## src/rtl/mine_layer_pkg.sv

```systemverilog
// Shared types and constants for the mine placement block.
// FSM encoding plus LFSR polynomial and default seed.
package mine_layer_pkg;

  typedef enum logic [2:0] {
    IDLE,
    PICK,
    CHECK,
    WRITE,
    INC,
    FINISH
  } state_t;

  // Galois right-shift form of x^16+x^14+x^13+x^11+1
  localparam logic [15:0] LFSR_TAPS = 16'hB400;
  localparam logic [15:0] LFSR_SEED = 16'h0001;

endpackage

```

## src/rtl/mine_layer_lfsr.sv

```systemverilog
// Galois LFSR with synchronous load and step.
// Exposes only the low PW bits of the next state.
module lfsr_galois #(
  parameter int           W    = 16,
  parameter int           PW   = 6,
  parameter logic [W-1:0] TAPS = W'(16'hB400),
  parameter logic [W-1:0] INIT = W'(1)
) (
  input  logic          clk,
  input  logic          reset,
  input  logic          load,
  input  logic          step,
  input  logic [W-1:0]  load_val,
  output logic [PW-1:0] pick
);

  logic [W-1:0] q;
  logic [W-1:0] nxt;

  assign nxt  = {1'b0, q[W-1:1]} ^ (q[0] ? TAPS : '0);
  assign pick = nxt[PW-1:0];

  always_ff @(posedge clk or posedge reset) begin
    if (reset)
      q <= INIT;
    else if (load)
      q <= load_val;
    else if (step)
      q <= nxt;
  end

endmodule

```

## src/rtl/mine_layer.sv

```systemverilog
// Random mine placement driving external mine-map and count boards.
// Keeps the first-click cell clear and never writes a cell twice.
module mine_layer
  import mine_layer_pkg::*;
#(
  parameter  int WIDTH  = 8,
  parameter  int HEIGHT = 8,
  parameter  int LFSR_W = 16,
  localparam int XW     = $clog2(WIDTH),
  localparam int YW     = $clog2(HEIGHT)
) (
  input  logic              clk,
  input  logic              reset,
  input  logic              start,
  input  logic [LFSR_W-1:0] seed,
  input  logic [XW+YW:0]    num_mines,
  input  logic [XW-1:0]     safe_x,
  input  logic [YW-1:0]     safe_y,
  output logic [XW-1:0]     rd_x,
  output logic [YW-1:0]     rd_y,
  input  logic              rd_value,
  output logic [XW-1:0]     wr_x,
  output logic [YW-1:0]     wr_y,
  output logic              mine_wr_en,
  output logic              cnt_inc_adjacent,
  output logic              busy,
  output logic              done
);

  localparam int CW = XW + YW + 1;
  localparam logic [CW-1:0] MAXM = CW'(WIDTH * HEIGHT - 1);

  state_t state, nstate;

  logic [XW-1:0] cand_x, safe_xq;
  logic [YW-1:0] cand_y, safe_yq;
  logic [CW-1:0] target, placed, clamp;
  logic [XW+YW-1:0] pick;
  logic [LFSR_W-1:0] load_val;
  logic accept, reject;

  assign accept   = (state == IDLE) && start;
  assign clamp    = (num_mines > MAXM) ? MAXM : num_mines;
  assign load_val = (seed == '0) ? LFSR_W'(LFSR_SEED) : seed;

  lfsr_galois #(
    .W    (LFSR_W),
    .PW   (XW + YW),
    .TAPS (LFSR_W'(LFSR_TAPS)),
    .INIT (LFSR_W'(LFSR_SEED))
  ) u_lfsr (
    .clk      (clk),
    .reset    (reset),
    .load     (accept),
    .step     (state == PICK),
    .load_val (load_val),
    .pick     (pick)
  );

  assign reject = (int'(cand_x) >= WIDTH)
               || (int'(cand_y) >= HEIGHT)
               || (cand_x == safe_xq && cand_y == safe_yq)
               || rd_value;

  always_ff @(posedge clk or posedge reset) begin
    if (reset)
      state <= IDLE;
    else
      state <= nstate;
  end

  always_ff @(posedge clk or posedge reset) begin
    if (reset) begin
      cand_x  <= '0;
      cand_y  <= '0;
      safe_xq <= '0;
      safe_yq <= '0;
      target  <= '0;
      placed  <= '0;
    end else begin
      if (accept) begin
        target  <= clamp;
        placed  <= '0;
        safe_xq <= safe_x;
        safe_yq <= safe_y;
      end
      if (state == PICK) begin
        cand_x <= pick[XW-1:0];
        cand_y <= pick[XW+YW-1:XW];
      end
      if (state == INC)
        placed <= placed + CW'(1);
    end
  end

  always_comb begin
    nstate = state;
    unique case (state)
      IDLE:
        if (start)
          nstate = (clamp == '0) ? FINISH : PICK;
      PICK:   nstate = CHECK;
      CHECK:  nstate = reject ? PICK : WRITE;
      WRITE:  nstate = INC;
      INC:
        nstate = (placed + CW'(1) == target) ? FINISH : PICK;
      FINISH: nstate = IDLE;
      default: nstate = IDLE;
    endcase
  end

  // Candidate only moves in PICK, so wr stays put across WRITE/INC
  assign rd_x = cand_x;
  assign rd_y = cand_y;
  assign wr_x = cand_x;
  assign wr_y = cand_y;

  assign mine_wr_en       = (state == WRITE);
  assign cnt_inc_adjacent = (state == INC);
  assign done             = (state == FINISH);
  assign busy             = (state == PICK) || (state == CHECK)
                         || (state == WRITE) || (state == INC);

endmodule

```

## config.mk

```make
export PLATFORM = sky130hd
export DESIGN_NAME = mine_layer
export DESIGN_NICKNAME = d
export VERILOG_FILES = /design/src/rtl/mine_layer_pkg.sv /design/src/rtl/mine_layer_lfsr.sv /design/src/rtl/mine_layer.sv
export SDC_FILE = /design/constraint.sdc
export NUM_CORES = 1
export LEC_CHECK = 0
export CORE_AREA = 2 2 90 92
export DETAILED_ROUTE_END_ITERATION = 10
export DIE_AREA = 0 0 92 94
export MAX_ROUTING_LAYER = met4
export SLEW_MARGIN = 10
export SYNTH_ARGS = -nofsm -noshare
export SYNTH_HDL_FRONTEND = slang
export SYNTH_SLANG_ARGS = --single-unit
```

## constraint.sdc

```tcl
create_clock -name clk -period 3.9 [get_ports clk]
set_input_delay 1.17 -clock clk [delete_from_list [all_inputs] [get_ports clk]]
set_output_delay 1.17 -clock clk [all_outputs]
set_load 0.01 [all_outputs]
```

### Word level (Yosys, flattened, before mapping)

Index checks and enable logic that the tools add are counted.

| storage, ports and cells | value |
|---|---|
| register bits | 45 |
| bits of input ports | 33 |
| output and inout port bits | 16 |
| logic and storage cells | 43 |

| cells by class | value |
|---|---|
| reductions and logical operators | 11 |
| add/sub/neg operators | 1 |
| $lt $le $gt $ge | 1 |
| equal/unequal tests | 9 |
| mux-type cells | 12 |
| bitwise logic cells | 1 |

Operators by type and width:

| operator | count |
|---|---|
| 16-bit 2-to-1 mux | 4 |
| 7-bit 2-to-1 mux | 3 |
| 16-bit logical NOT | 1 |
| 15-bit by 16-bit XOR with 16-bit output | 1 |
| 3-bit case mux with 5 select lines | 1 |
| 3-bit 2-to-1 mux | 3 |
| 7-bit by 1-bit adder with 7-bit output, second input constant | 1 |
| 7-bit == test | 1 |
| 7-bit by 6-bit greater-than comparator with 1-bit output, second input constant | 1 |
| 7-bit logical NOT | 1 |
| 3-bit by 2-bit == test with 1-bit output, second input constant | 2 |
| 3-bit == test | 2 |
| 3-bit == test, second input constant | 2 |
| 1-bit logical OR | 4 |
| 2-bit nonzero test | 2 |
| 3-bit by 1-bit == test with 1-bit output, second input constant | 1 |
| 3-bit logical NOT | 1 |
| 1-bit logical AND | 2 |
| 2-bit 2-to-1 mux | 1 |
| 2-bit inequality test, second input constant | 1 |

### Longest topological paths before layout

| depth | value |
|---|---|
| depth after elaboration | 6 |
| mapped depth | 5 |
| depth with buffers taken out | 5 |

### By module

Synthesis repeated with hierarchy kept, for this count alone.

| unflattened totals | value |
|---|---|
| cell total of the unflattened synthesis | 244 |
| area total of the unflattened synthesis | 2442.3 µm² |

Modules (own cells, without submodules):

| module | cells each | sequential area each (µm²) | instances | area each (µm²) |
|---|---|---|---|---|
| mine_layer | 163 | 725.7 | 1 | 1597.8 |
| lfsr_galois | 81 | 401.6 | 1 | 844.6 |

### Worst setup path after synthesis

Ideal clock, no wire load.

| timing path | value |
|---|---|
| path type | input to register |
| start | input seed[8] |
| end | register u_lfsr.q[0] |
| arrival time | 2058 ps |
| setup slack | 1765 ps |
| data required time | 3823 ps |
| setup time | 77 ps |
| cell stages on the path | 4 |
| path buffers | 0 |
| path through | or4_4 nor4_2 a311oi_1 a31oi_1 |

| on the way | value |
|---|---|
| word-level cells in the longest chain between the ends | 3 |

Ends and longest elaborated chain:

| element | line | text |
|---|---|---|
| from (decl) | mine_layer.sv:15 | `input logic [LFSR_W-1:0] seed,` |
| 16-bit logical NOT | mine_layer.sv:44 | `assign load_val = (seed == '0) ? LFSR_W'(LFSR_SEED) : seed;` |
| 16-bit 2-to-1 mux | mine_layer.sv:44 |  |
| 16-bit 2-to-1 mux | mine_layer_lfsr.sv:26 | `else if (load)` |
| to (signal assigned) | mine_layer_lfsr.sv:27 | `q <= load_val;` |
| to (signal assigned) | mine_layer_lfsr.sv:29 | `q <= nxt;` |
| to (decl) | mine_layer_lfsr.sv:17 | `logic [W-1:0] q;` |

No other way between the ends.
A chain may end at the register's enable or synchronous reset.

### Worst setup path in the final report

| timing path | value |
|---|---|
| start | register state[2] |
| end | output done |

| on the way | value |
|---|---|
| word-level cells in the longest chain between the ends | 1 |

Ends and longest elaborated chain:

| element | line | text |
|---|---|---|
| from (decl) | mine_layer.sv:33 | `state_t state, nstate;` |
| from (signal assigned) | mine_layer.sv:69 | `state <= nstate;` |
| 3-bit == test | mine_layer.sv:120 | `assign done = (state == FINISH);` |
| to (decl) | mine_layer.sv:27 | `output logic done` |

No other way between the ends.

==> impl_metrics.py <==
metrics = {
    "hold_path": {
        "hold_path_class": "flip-flop to flip-flop",
        "hold_depth": 2,
    },
    "timing": {
        "clock_skew_ns": 0.00886,
        "post-route-min-period_ns": 3.10,
        "drv_slew": 0,
        "grt_setup_unrepaired": "no",
        "max_freq_ghz": 0.323,
        "period_share_pct": 79.4,
        "tightest_slew_ns": 0.757,
        "timing.max_slew.rel_slack_pct": 49.5,
        "finalHoldViolations": 0,
        "fin_tns_setup_ns": 0,
        "setup_viol": 0,
        "fin_ws_ns": 0.804,
        "holdWs_ns": 0.495,
    },
    "synthesis": {
        "synth.most_common_cell": "nand2_1",
        "syn-num-nets": 283,
        "synth_area_leaders": "dfrtp_1, nand2_1, xnor2_1, nor2_1, nor3_1",
        "synth-xor-area-share_pct": 7.34,
        "synth-seq-cells": 45,
        "synth_top_area_share_pct": 48.5,
        "yosysSeqAreaShare_pct": 49.7,
        "synth_area_um2": 2270,
        "synth_compound_area_share_pct": 11.3,
        "yosys-top-cells-count": "nand2_1, dfrtp_1, nor2_1",
        "synth_top_family_by_area": "simple AND/OR/NAND/NOR gates",
        "synthSimpleGateAreaFrac_pct": 24.7,
        "async_flop_share_pct": 100,
        "yosys.cell_types.count": 41,
        "synth_edf_count": 0,
        "muxShareOfSynthArea_pct": 1.32,
        "synthAdderAreaFrac_pct": 0.552,
        "netlist_instances": 249,
        "ys_warn_count": 0,
        "synth_flop_cell": "dfrtp_1",
        "synth_top_area_cell": "dfrtp_1",
        "synth_area_per_cell_um2": 9.11,
    },
    "layout": {
        "layout.nets": 325,
        "final_util_pct": 37.9,
        "layout-drive-gt1-share_pct": 6.85,
        "synthToLayoutAreaGrowth_pct": 27.0,
        "final_area_um2": 2880,
        "antenna_cells": 0,
        "n_fill_cell": 798,
        "fin_cells": 394,
    },
    "placement": {
        "place_ws_ns": 1.05,
        "place.gp.congestion": 0.809,
        "portBuffers": 48,
        "placed_area_um2": 2790,
        "dp_cells": 386,
        "place_hpwl_mm": 3.99,
    },
    "clocking": {
        "clock_sinks": 45,
        "clk_pin_slew_ns": 0.08,
        "post_cts_buffers": 0,
        "numCtsBuffers": 5,
        "cts_tree": "yes",
        "root_buffer": "clkbuf_8",
        "cts_resized": 0,
        "htreeDepth": 2,
        "cts_buffer_depth": 2,
        "clock_latency_ns": 0.30,
        "hold_buffers": 0,
    },
    "global_routing": {
        "antenna_found_initial": 0,
        "grt_util_all_layers_pct": 13.9,
        "first_global_vias": 1916,
        "grt.overflow.total": 0,
        "grt_max_degree": 29,
        "grt_pass1_wl_mm": 9.34,
    },
    "critical_path": {
        "critPathCaptureType": "primary output",
        "cp_max_fo": 11,
        "cp.arrival_ns": 1.93,
        "required_ns": 2.73,
        "critPathLaunchType": "flip-flop",
        "critical_path_class": "flip-flop to primary output",
        "r2r_cells": 4,
    },
    "power_and_ir_drop": {
        "powerDensity_nw_per_um2": 765,
        "peakVddDrop_v": 0.000291,
        "p_int_mw": 1.30,
        "combPwrFrac_pct": 45.2,
        "p_leak_nw": 1.23,
        "swShare_pct": 40.9,
        "fin_total_pwr_mw": 2.21,
        "switchingPower_uw": 902,
        "seq_power_share_pct": 41.4,
        "p_clk_share_pct": 13.4,
    },
    "status": {
        "status": "finished clean",
    },
    "route": {
        "routedWlPerCell_um": 14.0,
        "drtPass1Iterations": 4,
        "remaining_drc_errors": 0,
        "vias": 1903,
        "drt_iter0_drc": 110,
        "vias_per_cell": 4.83,
        "postRouteAntennaNets": 0,
        "wl_mm": 5.51,
    },
    "floorplan": {
        "core_um2": 7610,
        "ioPinCount": 49,
        "rows": 32,
        "fp.dieArea_um2": 8650,
        "start_util_pct": 29.8,
        "dieHeight_um": 94,
        "dieWidth_um": 92,
    },
    "flow_run": {
        "cap_violations": 0,
    },
}
==> logic make-up after synthesis <==
kind of cell,after synthesis
mux,3
xor+xnor,19
buf+inv,19
simple gates,121
compound gates,41
fa+ha+maj,1
flops,45
==> registers in the layout, indices dropped and copies added, names as in the netlist <==
signal	count
safe_xq	3
u_lfsr.q	16
safe_yq	3
rd_x	3
rd_y	3
placed	7
target	7
state	3
==> metal layers <==
metal | up-vias | GRT usage, % | routed length, µm
met4 | 0 | 4.73 | 33
met3 | 4 | 2.49 | 223
met2 | 59 | 21.2 | 2590
met1 | 907 | 18.9 | 2670
met5 | - | - | 0
li1 | 933 | - | -
==> layout by cell type (no fill, tap or decap), types with 2 or more instances in the layout <==
cell type	n
nand2_1	65
clkdlybuf4s50_1	48
dfrtp_1	44
nor2_1	20
nor3_1	13
xnor2_1	12
o21ai_0	11
o22ai_1	10
xor2_1	7
a31oi_1	6
a21oi_1	5
nor4_1	5
clkbuf_8	5
nand2b_1	3
mux2i_1	3
buf_4	3
inv_1	2
and3_1	2
nand3_2	2
nand4_1	2
a22o_1	2
clkinvlp_4	2
==> cell type report <==
| class | count | area [µm²] | area share (%) |
|---|---|---|---|
| flip-flops and latches | 45 | 1130 | 39.1 |
| multi-input cells | 185 | 1020 | 35.6 |
| repair buffers | 51 | 503 | 17.5 |
| well taps | 102 | 128 | 4.43 |
| clock buffers | 6 | 72.6 | 2.52 |
| clock inverters | 2 | 15.0 | 0.521 |
| inverters | 3 | 11.3 | 0.391 |
==> worst paths after layout <==
path                                       start                      end  slack [ns]
hold reg to reg            target[1]$_DFFE_PP0P_    target[1]$_DFFE_PP0P_        0.49
hold / removal             target[1]$_DFFE_PP0P_    target[1]$_DFFE_PP0P_        0.49
setup reg to reg            state[2]$_DFFE_PP0P_    target[6]$_DFFE_PP0P_        1.94
max in group asynchronous                  reset  u_lfsr.q[0]$_DFFE_PP1P_        2.11
setup / recovery            state[2]$_DFFE_PP0P_                     done        0.80
min in group asynchronous                  reset   safe_xq[1]$_DFFE_PP0P_        1.14
==> worst max-delay path: stages (launching register included) <==
cell and delay [ns]:
dfrtp_1 0.61, inv_1 0.27, nor2_1 0.19, clkdlybuf4s50_1 0.56
==> power by group through the flow <==
stage / Clock (mW) / Sequential [mW] / Combinational, mW
after floorplan: 0 / 0.863 / 0.762
after global placement: 0 / 0.915 / 0.988
after detailed placement: 0 / 0.919 / 1.01
after CTS: 0.305 / 0.911 / 1.01
after global routing: 0.326 / 0.943 / 1.14
final: 0.295 / 0.913 / 0.998
Power figures use the tool's default switching activity.
